===== config.mk =====
export PLATFORM = sky130hd
export DESIGN_NAME = video_stream_padder_flat
export DESIGN_NICKNAME = d
export VERILOG_FILES = /design/src/rtl/video_stream_padder_if.sv /design/src/rtl/video_stream_padder.sv /design/src/flat_wrapper.sv
export SDC_FILE = /design/constraint.sdc
export NUM_CORES = 1
export LEC_CHECK = 0
export CAP_MARGIN = 10
export CORE_UTILIZATION = 29
export DETAILED_ROUTE_END_ITERATION = 12
export PLACE_DENSITY = 0.6
export SLEW_MARGIN = 5
export SYNTH_ARGS = -nofsm -noshare
export SYNTH_HDL_FRONTEND = slang
export SYNTH_SLANG_ARGS = --single-unit

===== constraint.sdc =====
create_clock -name clk_i -period 2.1 [get_ports clk_i]
set_clock_uncertainty 0.1 [all_clocks]
set_input_delay 0.42 -clock clk_i [delete_from_list [all_inputs] [get_ports clk_i]]
set_output_delay 0.42 -clock clk_i [all_outputs]
set_load 0.03 [all_outputs]

===== src/rtl/video_stream_padder_if.sv =====
// Write-strobe plus data word bus used between the decoder, the padder and the video buffer.
interface video_stream_padder_if #(
  parameter int DATA_W = 8
) ();
  logic [DATA_W-1:0] data;
  logic              wr;

  modport master (output data, output wr);
  modport slave  (input  data, input  wr);
endinterface


===== src/rtl/video_stream_padder.sv =====
// Forwards decoder writes to the video buffer and, on end-of-stream, appends a fixed
// run of pad words or enough pad words to bring the stream length to an ALIGN boundary.
module video_stream_padder #(
  parameter int                DATA_W  = 8,
  parameter logic [DATA_W-1:0] PAD_VAL = '0,
  parameter int                MODE    = 0,
  parameter int                PAD_LEN = 24,
  parameter int                ALIGN   = 32,
  parameter int                PAD_MIN = 0,
  parameter int                CNT_W   = 16
) (
  input  logic                  clk_i,
  input  logic                  rst_ni,
  input  logic                  clk_en_i,
  input  logic                  stream_start_i,
  input  logic                  stream_end_i,
  video_stream_padder_if.slave  in_if,
  video_stream_padder_if.master out_if,
  output logic                  busy_o,
  output logic                  pad_done_o,
  output logic                  overflow_err_o
);

  typedef enum logic [1:0] {IDLE, PAD, DONE} state_e;

  localparam logic [CNT_W-1:0] ALIGN_MASK = CNT_W'(ALIGN - 1);

  state_e           state_q, state_d;
  logic [CNT_W-1:0] streamCnt_q, padCnt_q, padTotal_q;
  logic [CNT_W-1:0] cntFinal, alignRem, padTotalCalc;
  logic             padDone_q, overflow_q, padLast;

  // ALIGN is a power of two dividing 2^CNT_W, so the modulo is a mask and wrap is harmless.
  always_comb begin
    cntFinal = streamCnt_q + CNT_W'(in_if.wr);
    alignRem = (cntFinal + CNT_W'(PAD_MIN)) & ALIGN_MASK;
    if (MODE == 0) begin
      padTotalCalc = CNT_W'(PAD_LEN);
    end else begin
      padTotalCalc = CNT_W'(PAD_MIN) + ((CNT_W'(ALIGN) - alignRem) & ALIGN_MASK);
    end
  end

  assign padLast = (padCnt_q == padTotal_q - CNT_W'(1));

  always_ff @(posedge clk_i or negedge rst_ni) begin
    if (!rst_ni) begin
      state_q <= IDLE;
    end else if (clk_en_i) begin
      state_q <= state_d;
    end
  end

  always_comb begin
    state_d = state_q;
    if (stream_start_i) begin
      state_d = IDLE;
    end else begin
      case (state_q)
        IDLE:    if (stream_end_i) state_d = (padTotalCalc != '0) ? PAD : DONE;
        PAD:     if (padLast) state_d = DONE;
        default: state_d = state_q;
      endcase
    end
  end

  always_comb begin
    out_if.data = in_if.data;
    out_if.wr   = in_if.wr;
    busy_o      = (state_q == PAD);
    if (state_q == PAD) begin
      out_if.data = PAD_VAL;
      out_if.wr   = clk_en_i;
    end
  end

  // Counters, latched pad length and status flags; a write arriving while padding is dropped.
  always_ff @(posedge clk_i or negedge rst_ni) begin
    if (!rst_ni) begin
      streamCnt_q <= '0;
      padCnt_q    <= '0;
      padTotal_q  <= '0;
      padDone_q   <= 1'b0;
      overflow_q  <= 1'b0;
    end else if (clk_en_i) begin
      padDone_q <= (state_d == DONE) && (state_q != DONE);
      if (stream_start_i) begin
        streamCnt_q <= '0;
        padCnt_q    <= '0;
        overflow_q  <= 1'b0;
      end else begin
        case (state_q)
          IDLE: begin
            if (in_if.wr) streamCnt_q <= streamCnt_q + CNT_W'(1);
            if (stream_end_i) begin
              padTotal_q <= padTotalCalc;
              padCnt_q   <= '0;
            end
          end
          PAD: begin
            if (in_if.wr) overflow_q <= 1'b1;
            if (!padLast) padCnt_q <= padCnt_q + CNT_W'(1);
          end
          default: ;
        endcase
      end
    end
  end

  assign pad_done_o     = padDone_q;
  assign overflow_err_o = overflow_q;

endmodule


===== src/flat_wrapper.sv =====
// flat-port wrapper written by rule: the top's interface ports become plain ports
module video_stream_padder_flat 
#(
  parameter int                DATA_W  = 8,
  parameter logic [DATA_W-1:0] PAD_VAL = '0,
  parameter int                MODE    = 0,
  parameter int                PAD_LEN = 24,
  parameter int                ALIGN   = 32,
  parameter int                PAD_MIN = 0,
  parameter int                CNT_W   = 16
)
  (clk_i, rst_ni, clk_en_i, stream_start_i, stream_end_i, busy_o, pad_done_o, overflow_err_o, in_if_data, in_if_wr, out_if_data, out_if_wr);
  video_stream_padder_if #(.DATA_W(DATA_W)) in_if_i ();
  video_stream_padder_if #(.DATA_W(DATA_W)) out_if_i ();
  input  logic clk_i;
  input  logic rst_ni;
  input  logic clk_en_i;
  input  logic stream_start_i;
  input  logic stream_end_i;
  output logic busy_o;
  output logic pad_done_o;
  output logic overflow_err_o;
  input wire logic [$bits(in_if_i.data)-1:0] in_if_data;
  input wire logic [$bits(in_if_i.wr)-1:0] in_if_wr;
  output wire logic [$bits(out_if_i.data)-1:0] out_if_data;
  output wire logic [$bits(out_if_i.wr)-1:0] out_if_wr;
  assign in_if_i.data = in_if_data;
  assign in_if_i.wr = in_if_wr;
  assign out_if_data = out_if_i.data;
  assign out_if_wr = out_if_i.wr;
  video_stream_padder #(.DATA_W(DATA_W), .PAD_VAL(PAD_VAL), .MODE(MODE), .PAD_LEN(PAD_LEN), .ALIGN(ALIGN), .PAD_MIN(PAD_MIN), .CNT_W(CNT_W)) u_core (.clk_i(clk_i), .rst_ni(rst_ni), .clk_en_i(clk_en_i), .stream_start_i(stream_start_i), .stream_end_i(stream_end_i), .in_if(in_if_i), .out_if(out_if_i), .busy_o(busy_o), .pad_done_o(pad_done_o), .overflow_err_o(overflow_err_o));
endmodule

* Word level (Yosys, flattened, before mapping)
Cells that the tools add are included.
Word-level totals: logic and storage cells 35, flip-flop bits (word level) 21, input port bits 14
Cells by class: bitwise logic cells 1, reductions and logical operators 8, add/subtract/negate cells 2, equal/unequal tests 6, muxes and demuxes 13
Operator list (number):
- $mux W16 | 3
- $pmux W16 S2 | 1
- $add A16 B1 Y16 const B | 1
- $eq A16 B16 Y1 | 1
- $mux W8 | 1
- $reduce_and A4 Y1 | 2
- $mux W2 | 3
- $ne A3 B3 Y1 const B | 2
- $sub A5 B1 Y6 const B | 1
- $mux W1 | 4
- $pmux W2 S2 | 1
- $reduce_bool A2 Y1 | 2
- $reduce_and A3 Y1 | 1
- $reduce_bool A3 Y1 | 1
- $eq A2 B1 Y1 const B | 1
- $eq A2 B2 Y1 const B | 1
- $logic_not A2 Y1 | 1
- $ne A2 B2 Y1 const B | 1
- $logic_and A1 B1 Y1 | 1
- $not A1 Y1 | 1

* Depth between registers and ports, before layout
word-level depth 7, mapped depth 8, mapped depth without buffers 6

* Worst setup path after synthesis
Ideal clock, no wire load.
path kind reg-to-reg, from reg u_core.padCnt_q[8], to reg u_core.padCnt_q[2], path slack -67 ps, arrival 1927 ps, required time 1861 ps, period minus slack after synthesis 2167 ps, buffers on the path 2, cell stages (with the launch flop) 8, library setup time 139 ps, cell sequence dfrtp_1 > buf_6 > or4b_1 > o22a_2 > a211oi_4 > or2_2 > buf_6 > o21ai_0
On the way: word-level cells in the longest chain between the ends 3
Ends and longest elaborated chain:
- start: declaration | RTL line video_stream_padder.sv:29 | logic [CNT_W-1:0] streamCnt_q, padCnt_q, padTotal_q;
- start signal: assignment | RTL line video_stream_padder.sv:102 | if (!padLast) padCnt_q <= padCnt_q + CNT_W'(1);
- $eq A16 B16 Y1 | RTL line video_stream_padder.sv:44 | assign padLast = (padCnt_q == padTotal_q - CNT_W'(1));
- $ne A3 B3 Y1 (no source line)
- $reduce_and A4 Y1 (no source line)
No other way between the ends. A chain may end at the register's enable or synchronous reset.

* Worst setup path after layout
from reg u_core.padCnt_q[9], to reg u_core.padCnt_q[13]
On the way: word-level cells in the longest chain between the ends 4
Ends and longest elaborated chain:
- $add A16 B1 Y16 | RTL line video_stream_padder.sv:102
- $mux W16 | RTL line video_stream_padder.sv:102
- $pmux W16 S2 | RTL line video_stream_padder.sv:92 | case (state_q)
- $mux W16 | RTL line video_stream_padder.sv:87 | if (stream_start_i) begin
Several ways; a longest one is shown, not always the timed one. The select of a mux whose other input is x is not followed.

==> results.sh <==
export IMPL_status="finished, final reports clean"
export IMPL_yosys_warnings=0
export IMPL_cts_tree="done"
export IMPL_portBuffers=25
export IMPL_end_kind="flop"
export IMPL_dpl_hpwl_mm=3.10
export IMPL_synth_most_common_cell="dfrtp_1"
export IMPL_ys_seq_elements=21
export IMPL_endpoint="u_core.padCnt_q[13]"
export IMPL_grt_pass1_wl_mm=6.80
export IMPL_drc=0
export IMPL_dr_pass1_iters=4
export IMPL_fin_hold_ws_ns=0.408
export IMPL_synth_top_area_share_pct=35.9
export IMPL_diodes=0
export IMPL_nFillCells=478
export IMPL_synth_nets=183
export IMPL_critPathBufInv=2
export IMPL_start_kind="flop"
export IMPL_gp_congestion=0.826
export IMPL_yosysSeqAreaShare_pct=35.9
export IMPL_syn_avg_cell_area_um2=8.71
export IMPL_core_area_um2=4790
export IMPL_final_core_util_pct=44.0
export IMPL_worstSkewPairLatency_ns=0.26
export IMPL_cpPeakStageDelay_ns=0.53
export IMPL_worstMarginPinSlew_ns=0.874
export IMPL_die_x_um=73.0
export IMPL_fp_dieArea_um2=5330
export IMPL_worstPathRequired_ns=2.14
export IMPL_cap_violations=0
export IMPL_synth_edf_count=0
export IMPL_final_max_slew_violation_count=0
export IMPL_antenna_found_initial=0
export IMPL_relSlewSlack_pct=41.3
export IMPL_initial_core_util_pct=30.6
export IMPL_synthTopCellsByArea="dfrtp_1, nand2_1, o311ai_0"
export IMPL_reg2reg_slack_ns=0.02
export IMPL_layout_min_cycle_time_ns=2.08
export IMPL_reg2reg_from="u_core.padCnt_q[9]"
export IMPL_crit_arrival_ns=2.12
export IMPL_place_area_um2=1910
export IMPL_grt_usage_pct=16.5
export IMPL_timing_final_crit_share_pct=98.9
export IMPL_synth_common_cells="dfrtp_1, nand2_1, o21ai_0"
export IMPL_final_nets=238
export IMPL_ant_nets=0
export IMPL_viasPerCell=5.29
export IMPL_r2r_cells=7
export IMPL_overflow=0
export IMPL_reg2reg_to="u_core.padCnt_q[13]"
export IMPL_vias=1530
export IMPL_yosysUniqueCellTypes=44
export IMPL_cts_sinks=21
export IMPL_finalHoldViolations=0
export IMPL_grt_pass1_vias=1432
export IMPL_synth_ff_type="dfrtp_1"
export IMPL_cpMaxStageDelayCell="or4b_1"
export IMPL_cts_buffers=3
export IMPL_wl_mm=4.33
export IMPL_hold_buffers=0
export IMPL_design_area_um2=2100
export IMPL_postSynth_asyncResetShare_pct=100
export IMPL_wire_per_inst_um=15.0
export IMPL_worstPathMaxFanout=8
export IMPL_io_pins=26
export IMPL_synth_cells=168
export IMPL_grt_max_degree=22
export IMPL_hold_class="input pin to async pin"
export IMPL_setup_worst_path_start="u_core.padCnt_q[9]"
export IMPL_path_cells="or4b_1, o22a_2, a211oi_4, buf_6, buf_8, o31a_2, nand2_1"
export IMPL_fmax_ghz=0.482
export IMPL_netlist_area_um2=1460
export IMPL_die_y_um=73.0
export IMPL_path_class="flop to flop"
export IMPL_peakVddDrop_mv=0.254
export IMPL_cp_depth=7
export IMPL_drive_gt1_share_pct=31.1
export IMPL_crit_family="compound AO/OA/AOI/OAI gates"
export IMPL_power_density_nw_per_um2=461
export IMPL_finalSetupViolations=0
export IMPL_h_tree_depth=1
export IMPL_clockRootBuffer="clkbuf_8"
export IMPL_leakage_nw=0.856
export IMPL_cts_max_path_buffers=2
export IMPL_synthToLayoutAreaGrowth_pct=43.9
export IMPL_drt_initial_drc_count=126
export IMPL_rsz0062_at_grt="yes"
export IMPL_path_clk_slew_ns=0.08
export IMPL_rows=25
export IMPL_synth_top_cell_by_area="dfrtp_1"
## flip-flops by register name, indices dropped and copies added, names as in the netlist
name and count:
u_core.overflow_err_o 1, u_core.state_q 2, u_core.pad_done_o 1, u_core.padTotal_q 1
u_core.padCnt_q 16
## per-layer routing
metal	vias to the layer above	GRT usage (%)	wire length (um)
li1	749	-	-
met2	43	26.5	2050
met3	6	2.49	200
met5	-	0	0
met1	732	22.8	2040
met4	0	4.58	38
## placed cells by master (no fill, tap or decap), drive strengths merged, types with 5 or more instances in the layout
cell type / count
buf: 43
dfrtp: 21
nand2: 18
clkdlybuf4s50: 15
o21ai: 11
nor2: 10
and2: 9
a21oi: 8
nand3: 7
o211ai: 7
o31ai: 7
o311ai: 7
nand2b: 5
inv: 5
## through the flow
stage               cells  total power [mW]  worst slack, ns  TNS, ns
floorplan             168             0.582           0.0119        0
global placement      278             0.697          -0.0275  -0.0275
detailed placement    278             0.698          -0.0539   -0.199
CTS                   283             0.970          0.00301        0
global route          289              1.02          -0.0306   -0.100
finish                289             0.971           0.0236        0
## cells by family after synthesis
group,after synthesis,share of synthesized area [%]
mux,1,0.684
simple gates,75,28.1
compound gates,55,27.2
fa+ha+maj,1,0.855
buf+inv,15,7.27
flops,21,35.9
## worst min path at each step
stage,cells past startpoint,start,to,slack (ns)
after global placement,2,u_core.overflow_err_o,u_core.overflow_err_o,0.44
after CTS,2,rst_ni,u_core.padCnt_q[11],0.42
after floorplan,0,rst_ni,u_core.overflow_err_o,0.02
final,2,rst_ni,u_core.padCnt_q[11],0.41
after detailed placement,2,u_core.pad_done_o,u_core.pad_done_o,0.42
after global routing,2,rst_ni,u_core.padCnt_q[11],0.44
## cell type report
type / count / area [um^2] / share of cell area (%)
Clock buffer: 4 / 45.0 / 2.14
Timing Repair Buffer: 59 / 513 / 24.4
Inverter: 5 / 18.8 / 0.892
Sequential cell: 21 / 528 / 25.1
Multi-Input combinational cell: 133 / 916 / 43.5
Tap cell: 67 / 83.8 / 3.98
## timing repair
item,CTS,global route
resized for setup,3,27
setup endpoints to repair,5,18
cloned,0,1
setup buffers,1,5
pin swaps,0,5
## power breakdown
group,leakage (nW),switching [mW],internal [mW]
clock,0.0228,0.137,0.135
sequential,0.283,0.00771,0.413
combinational,0.550,0.162,0.116
total,0.856,0.306,0.665
(Power assumes the default switching activity.)
==> patch 1 (same flow settings) <==
`MODE` is set to 0 in 2 places; all go to 1.
--- a/src/rtl/video_stream_padder.sv
+++ b/src/rtl/video_stream_padder.sv
@@ -3,7 +3,7 @@
 module video_stream_padder #(
   parameter int                DATA_W  = 8,
   parameter logic [DATA_W-1:0] PAD_VAL = '0,
-  parameter int                MODE    = 0,
+  parameter int                MODE    = 1,
   parameter int                PAD_LEN = 24,
   parameter int                ALIGN   = 32,
   parameter int                PAD_MIN = 0,
--- a/src/flat_wrapper.sv
+++ b/src/flat_wrapper.sv
@@ -3,7 +3,7 @@
 #(
   parameter int                DATA_W  = 8,
   parameter logic [DATA_W-1:0] PAD_VAL = '0,
-  parameter int                MODE    = 0,
+  parameter int                MODE    = 1,
   parameter int                PAD_LEN = 24,
   parameter int                ALIGN   = 32,
   parameter int                PAD_MIN = 0,
Behaviour: not the same (Yosys sat finds a counterexample within 4 cycles, from zero or initial values and one cycle with rst_ni low).
==> patch 1 against the unedited design <==
The flow now finishes with violations (setup timing); critical path type unchanged; final area up 37%; cell count increased by 33%; synthesized area up 36%; sequential power is 77% higher; sequential cell count is 9 higher; worst hold slack lost 0.031 ns; highest routed layer unchanged; routed wire length rose by 31%; worst setup slack lost 0.030 ns; power rose by 140%; die area increased by 35%.
==> patch 1: results (changes against the unedited design) <==
- Sw Pwr: 0.0008707 W (was 0.0003064 W)
- Met3 usage: 3.638% (was 2.486%)
- TritonCTS Buffers: 5 (was 3)
- Top post-synthesis cells by area: dfrtp_1 38%, ha_1 5.7%, nand2_1 4.9% (was dfrtp_1 36%, nand2_1 4.6%, o311ai_0 4.2%)
- Hold Path Sink: u_core.overflow_err_o
- Top cells by count, synth: 30 x dfrtp_1, 26 x nand2_1, 15 x inv_1, 15 x o21ai_0, 12 x a21oi_1 (was 21 x dfrtp_1, 18 x nand2_1, 10 x o21ai_0)
- Status: finished, violations left (was finished clean)
- Global-route wire length before repair: 9094 um (was 6803 um)
- Hold Crit Class: in2reg (was in2async)
- Biggest regs: u_core.padCnt_q: 16 flops, u_core.padTotal_q: 5 flops, u_core.streamCnt_q: 5 flops (was u_core.padCnt_q: 16 flops, u_core.state_q: 2 flops)
- Vias per cell: 5.151 (was 5.294)
- GRT Total Usage: 15.86% (was 16.48%)
- Largest net degree at the start of global routing: 31 (was 22)
- Post-Layout Cell Count: 385 (was 289)
- Mapped Cells: 228 (was 168)
- CP arrival: 2.21 ns (was 2.12 ns)
- Post-synthesis sequential area ratio: 37.81% (was 35.93%)
- DRT iter0 DRCs: 115 (was 126)
- Failing checks: setup timing
- Fill cells: 619 (was 478)
- Cells after DPL: 367 (was 278)
- Top Metal Used: met4 (unchanged)
- Yosys cell types: 46 (was 44)
- Placement Setup Slack: -0.4093 ns (was -0.05390 ns)
- Final setup viols: 2 (was 0)
- Worst-margin pin slew: 0.4115 ns (was 0.8743 ns)
- Wire length on met2: 2753 um (was 2051 um)
- LEAKAGE: 1.268 nW (was 0.8559 nW)
- Post-route setup TNS: -0.009962 ns (was 0 ns)
- CP max FO: 4 (was 8)
- Detailed route wirelength on metal3: 288 um (was 200 um)
- GPL Wtd Cong: 0.8169 (was 0.8261)
- Worst R2R Setup Slack: -0.006 ns (was 0.02 ns)
- Nets: 330 (was 238)
- R2r startpoint: u_core.padCnt_q[11] (was u_core.padCnt_q[9])
- Post-Route WL: 5663 um (was 4327 um)
- RR Endpoint: u_core.padCnt_q[9] (was u_core.padCnt_q[13])
- Post-route setup slack: -0.006135 ns (was 0.02361 ns)
- Met2 Use GR: 26.02% (was 26.54%)
- Cell Area, Placed: 0.002599 sq mm (was 0.001912 sq mm)
- Clock latency on the worst-skew pair: 0.29 ns (was 0.26 ns)
- GR Util met1: 20.80% (was 22.84%)
- Syn Nets: 251 (was 183)
- Fraction of layout cells with a size suffix above 1: 35.71% (was 31.08%)
==> patch 1: cell types whose count changed in the layout (fill, tap and decap cells not counted), moves of 4 or more <==
cell | before | now
o211ai_1 | 7 | 0
o31ai_1 | 6 | 10
xnor2_1 | 0 | 6
a21oi_2 | 0 | 4
and2_1 | 9 | 1
dfrtp_1 | 19 | 29
nand2_1 | 18 | 23
xor2_1 | 0 | 4
or4_4 | 0 | 5
nor2b_1 | 0 | 10
buf_4 | 38 | 62
inv_1 | 5 | 13
o21ai_0 | 8 | 12
ha_1 | 1 | 6
==> patch 1: what timing repair did <==
item,CTS,global route
gates resized for setup,7,26
pin swaps,7,13
buffers inserted,1,8
gates cloned,1,0
setup endpoints to repair,13,28
==> patch 1: layout make-up <==
| class | instances | area [sq um] | area share [%] |
|---|---|---|---|
| Clock buffer | 6 | 82.58 | 2.861 |
| Tap cell | 77 | 96.34 | 3.338 |
| Clock inverter | 2 | 12.51 | 0.4335 |
| Multi-Input combinational cell | 177 | 1257 | 43.56 |
| Timing Repair Buffer | 78 | 629.4 | 21.80 |
| Inverter | 15 | 56.30 | 1.951 |
| Sequential cell | 30 | 752.0 | 26.05 |
==> patch 1: worst max path at each step <==
stage,startpoint,to,slack [ns]
2_1_floorplan,u_core.padTotal_q[0],u_core.padCnt_q[11],0.06
3_3_place_gp,in_if_wr,u_core.state_q[1],-0.33
3_5_place_dp,in_if_wr,u_core.state_q[1],-0.41
4_1_cts,in_if_wr,u_core.state_q[1],-0.06
5_1_grt,u_core.padTotal_q[1],u_core.padCnt_q[2],-0.15
6_report,u_core.padCnt_q[11],u_core.padCnt_q[9],-0.006
==> patch 1: power groups by stage <==
stage          registers [W]  logic [W]  clock network [W]
2_1_floorplan       0.000750   0.000506                  0
3_3_place_gp        0.000746   0.000906                  0
3_5_place_dp        0.000747   0.000920                  0
4_1_cts             0.000739   0.000961           0.000509
5_1_grt             0.000759    0.00114           0.000547
6_report            0.000744    0.00104           0.000504
==> patch 1: cell families (layout without fill, tap and decap cells) <==
| group | Yosys count | in the layout | synth area share (%) |
|---|---|---|---|
| AO/OA/AOI/OAI | 56 | 57 | 18.02 |
| XOR/XNOR | 11 | 11 | 4.852 |
| adder cells (fa/ha/maj) | 9 | 9 | 5.671 |
| buffers and inverters | 22 | 101 | 4.788 |
| flip-flops | 30 | 30 | 37.81 |
| multiplexers | 5 | 5 | 2.646 |
| AND/OR/NAND/NOR | 95 | 95 | 26.21 |
==> patch 1: critical path: stages (launching register included) <==
cell and delay [ns]:
dfrtp_1 0.40, nand3_1 0.13, or4_4 0.53, mux2i_1 0.20, a31oi_1 0.18, buf_4 0.18
and2_1 0.13, o22ai_1 0.17
==> patch 2 (same settings) <==
Without the edit above. Encoding of `state_e`: now one-hot (3 bits for 3 states).
--- a/src/rtl/video_stream_padder.sv
+++ b/src/rtl/video_stream_padder.sv
@@ -21,7 +21,7 @@
   output logic                  overflow_err_o
 );
 
-  typedef enum logic [1:0] {IDLE, PAD, DONE} state_e;
+  typedef enum logic [2:0] {IDLE = 3'b001, PAD = 3'b010, DONE = 3'b100} state_e;
 
   localparam logic [CNT_W-1:0] ALIGN_MASK = CNT_W'(ALIGN - 1);
 
Function: no difference found for any inputs over 10 cycles, from zero or initial values and one cycle with rst_ni low; not proved beyond that.
==> patch 2 against the unedited design <==
Worst hold slack worse by 0.010 ns; critical path depth is 3 lower; routed wire length down 15%; core utilization shrank 3.2 points; worst setup slack improved by 0.044 ns; clock power increased by 16%; power is 9.2% higher; maximum frequency is 2.2% higher; sequential cell count is 1 higher; register-to-register slack better by 0.13 ns; synthesized area up 0.60%; die area increased by 0.58%; sequential share of layout area rose by 3.1 points; final area is 6.8% lower; critical path type is now reg2out; critical endpoint is now out_if_data[2].
==> patch 2: results (changes against the unedited design) <==
- GPL Wtd Cong: 0.7985 (was 0.8261)
- Sequential portion of the cell area: 28.19% (was 25.09%)
- DRT met1 WL: 1710 um (was 2036 um)
- Largest net degree at the start of global routing: 23 (was 22)
- Seq Cell Count: 22 (was 21)
- Switching Fraction: 30.60% (was 31.55%)
- Yosys cell types: 48 (was 44)
- Cell Area, Placed: 0.001884 sq mm (was 0.001912 sq mm)
- Hold WS: 0.3983 ns (was 0.4084 ns)
- R2r startpoint: u_core.padCnt_q[14] (was u_core.padCnt_q[9])
- Via count: 1424 (was 1530)
- Worst setup path startpoint: u_core.state_q[0] (was u_core.padCnt_q[9])
- Top post-synthesis cells by area: dfrtp_1 36%, nand3_1 13%, nor2b_1 4.7% (was dfrtp_1 36%, nand2_1 4.6%, o311ai_0 4.2%)
- Syn Nets: 186 (was 183)
- Biggest regs: u_core.padCnt_q: 16 flops, u_core.state_q: 3 flops (was u_core.padCnt_q: 16 flops, u_core.state_q: 2 flops)
- GRT Total Usage: 14.11% (was 16.48%)
- Maximum vdd drop: 0.2614 mV (was 0.2537 mV)
- CP arrival: 1.51 ns (was 2.12 ns)
- Invs w/o clock: 1 (was 5)
- Nets: 226 (was 238)
- Drt wl/cell: 13.33 um (was 14.97 um)
- Fill cells: 504 (was 478)
- Status: finished clean (unchanged)
- Syn_area_per_cell: 8.605 sq um (was 8.706 sq um)
- Wire length on met2: 1762 um (was 2051 um)
- Detail Placement HPWL: 2668 um (was 3097 um)
- R2r worst-path depth: 6 (was 7)
- Fraction of layout cells with a size suffix above 1: 19.52% (was 31.08%)
- CP max FO: 12 (was 8)
- Worst-margin pin slew: 0.4990 ns (was 0.8743 ns)
- Detailed route wirelength on metal3: 188 um (was 200 um)
- #MultiIn Comb: 137 (was 133)
- Die Area: 0.005363 sq mm (was 0.005332 sq mm)
- Post-Route WL: 3692 um (was 4327 um)
- Global-route wire length before repair: 5913 um (was 6803 um)
- Clock network area share: 2.806% (was 2.140%)
- Cells after DPL: 272 (was 278)
- Signal buffers: 46 (was 59)
==> patch 2: kinds of logic (layout without fill, tap and decap cells) <==
group / after synthesis / in the layout / synth area share (%)
simple gates: 104 / 104 / 38.69
compound gates: 29 / 29 / 15.99
flops: 22 / 22 / 37.50
buf+inv: 12 / 51 / 4.931
mux: 2 / 2 / 1.446
fa+ha+maj: 1 / 1 / 0.8502
xor+xnor: 1 / 1 / 0.5953
==> patch 2: timing repair <==
| item | 4_1_cts | 5_1_grt |
|---|---|---|
| buffers inserted | 0 | 1 |
| pin swaps | 0 | 3 |
| endpoints found under the setup margin | 10 | 16 |
| resized for setup | 15 | 5 |
==> patch 2: per-layer routing <==
layer | vias up | track usage (%)
met5 | - | 0
met1 | 670 | 20.75
met3 | 2 | 1.657
met4 | 0 | 3.704
li1 | 714 | -
met2 | 38 | 21.71
==> patch 2: power groups by stage <==
stage | combinational [W] | sequential (W) | clock, W
CTS | 0.000288 | 0.000453 | 0.000317
global placement | 0.000295 | 0.000461 | 0
finish | 0.000293 | 0.000453 | 0.000315
floorplan | 0.000145 | 0.000474 | 0
detailed placement | 0.000295 | 0.000461 | 0
global route | 0.000313 | 0.000455 | 0.000333
==> patch 2: metrics by stage <==
stage	setup TNS (ns)	power [W]	worst slack (ns)	utilization, %
finish	0	0.001060	0.06733	40.73
global route	0	0.001101	0.002149	40.73
CTS	-0.01288	0.001058	-0.004305	40.47
detailed placement	-1.838	0.0007564	-0.1530	39.12
global placement	-1.869	0.0007560	-0.1565	39.12
floorplan	0	0.0006196	0.1036	-
==> patch 2: worst max-delay path, delay by kind of cell (launching register included) <==
family	cells	cell delay [ns]
buf+inv	2	0.54
simple gates	2	0.17
flops	1	0.54
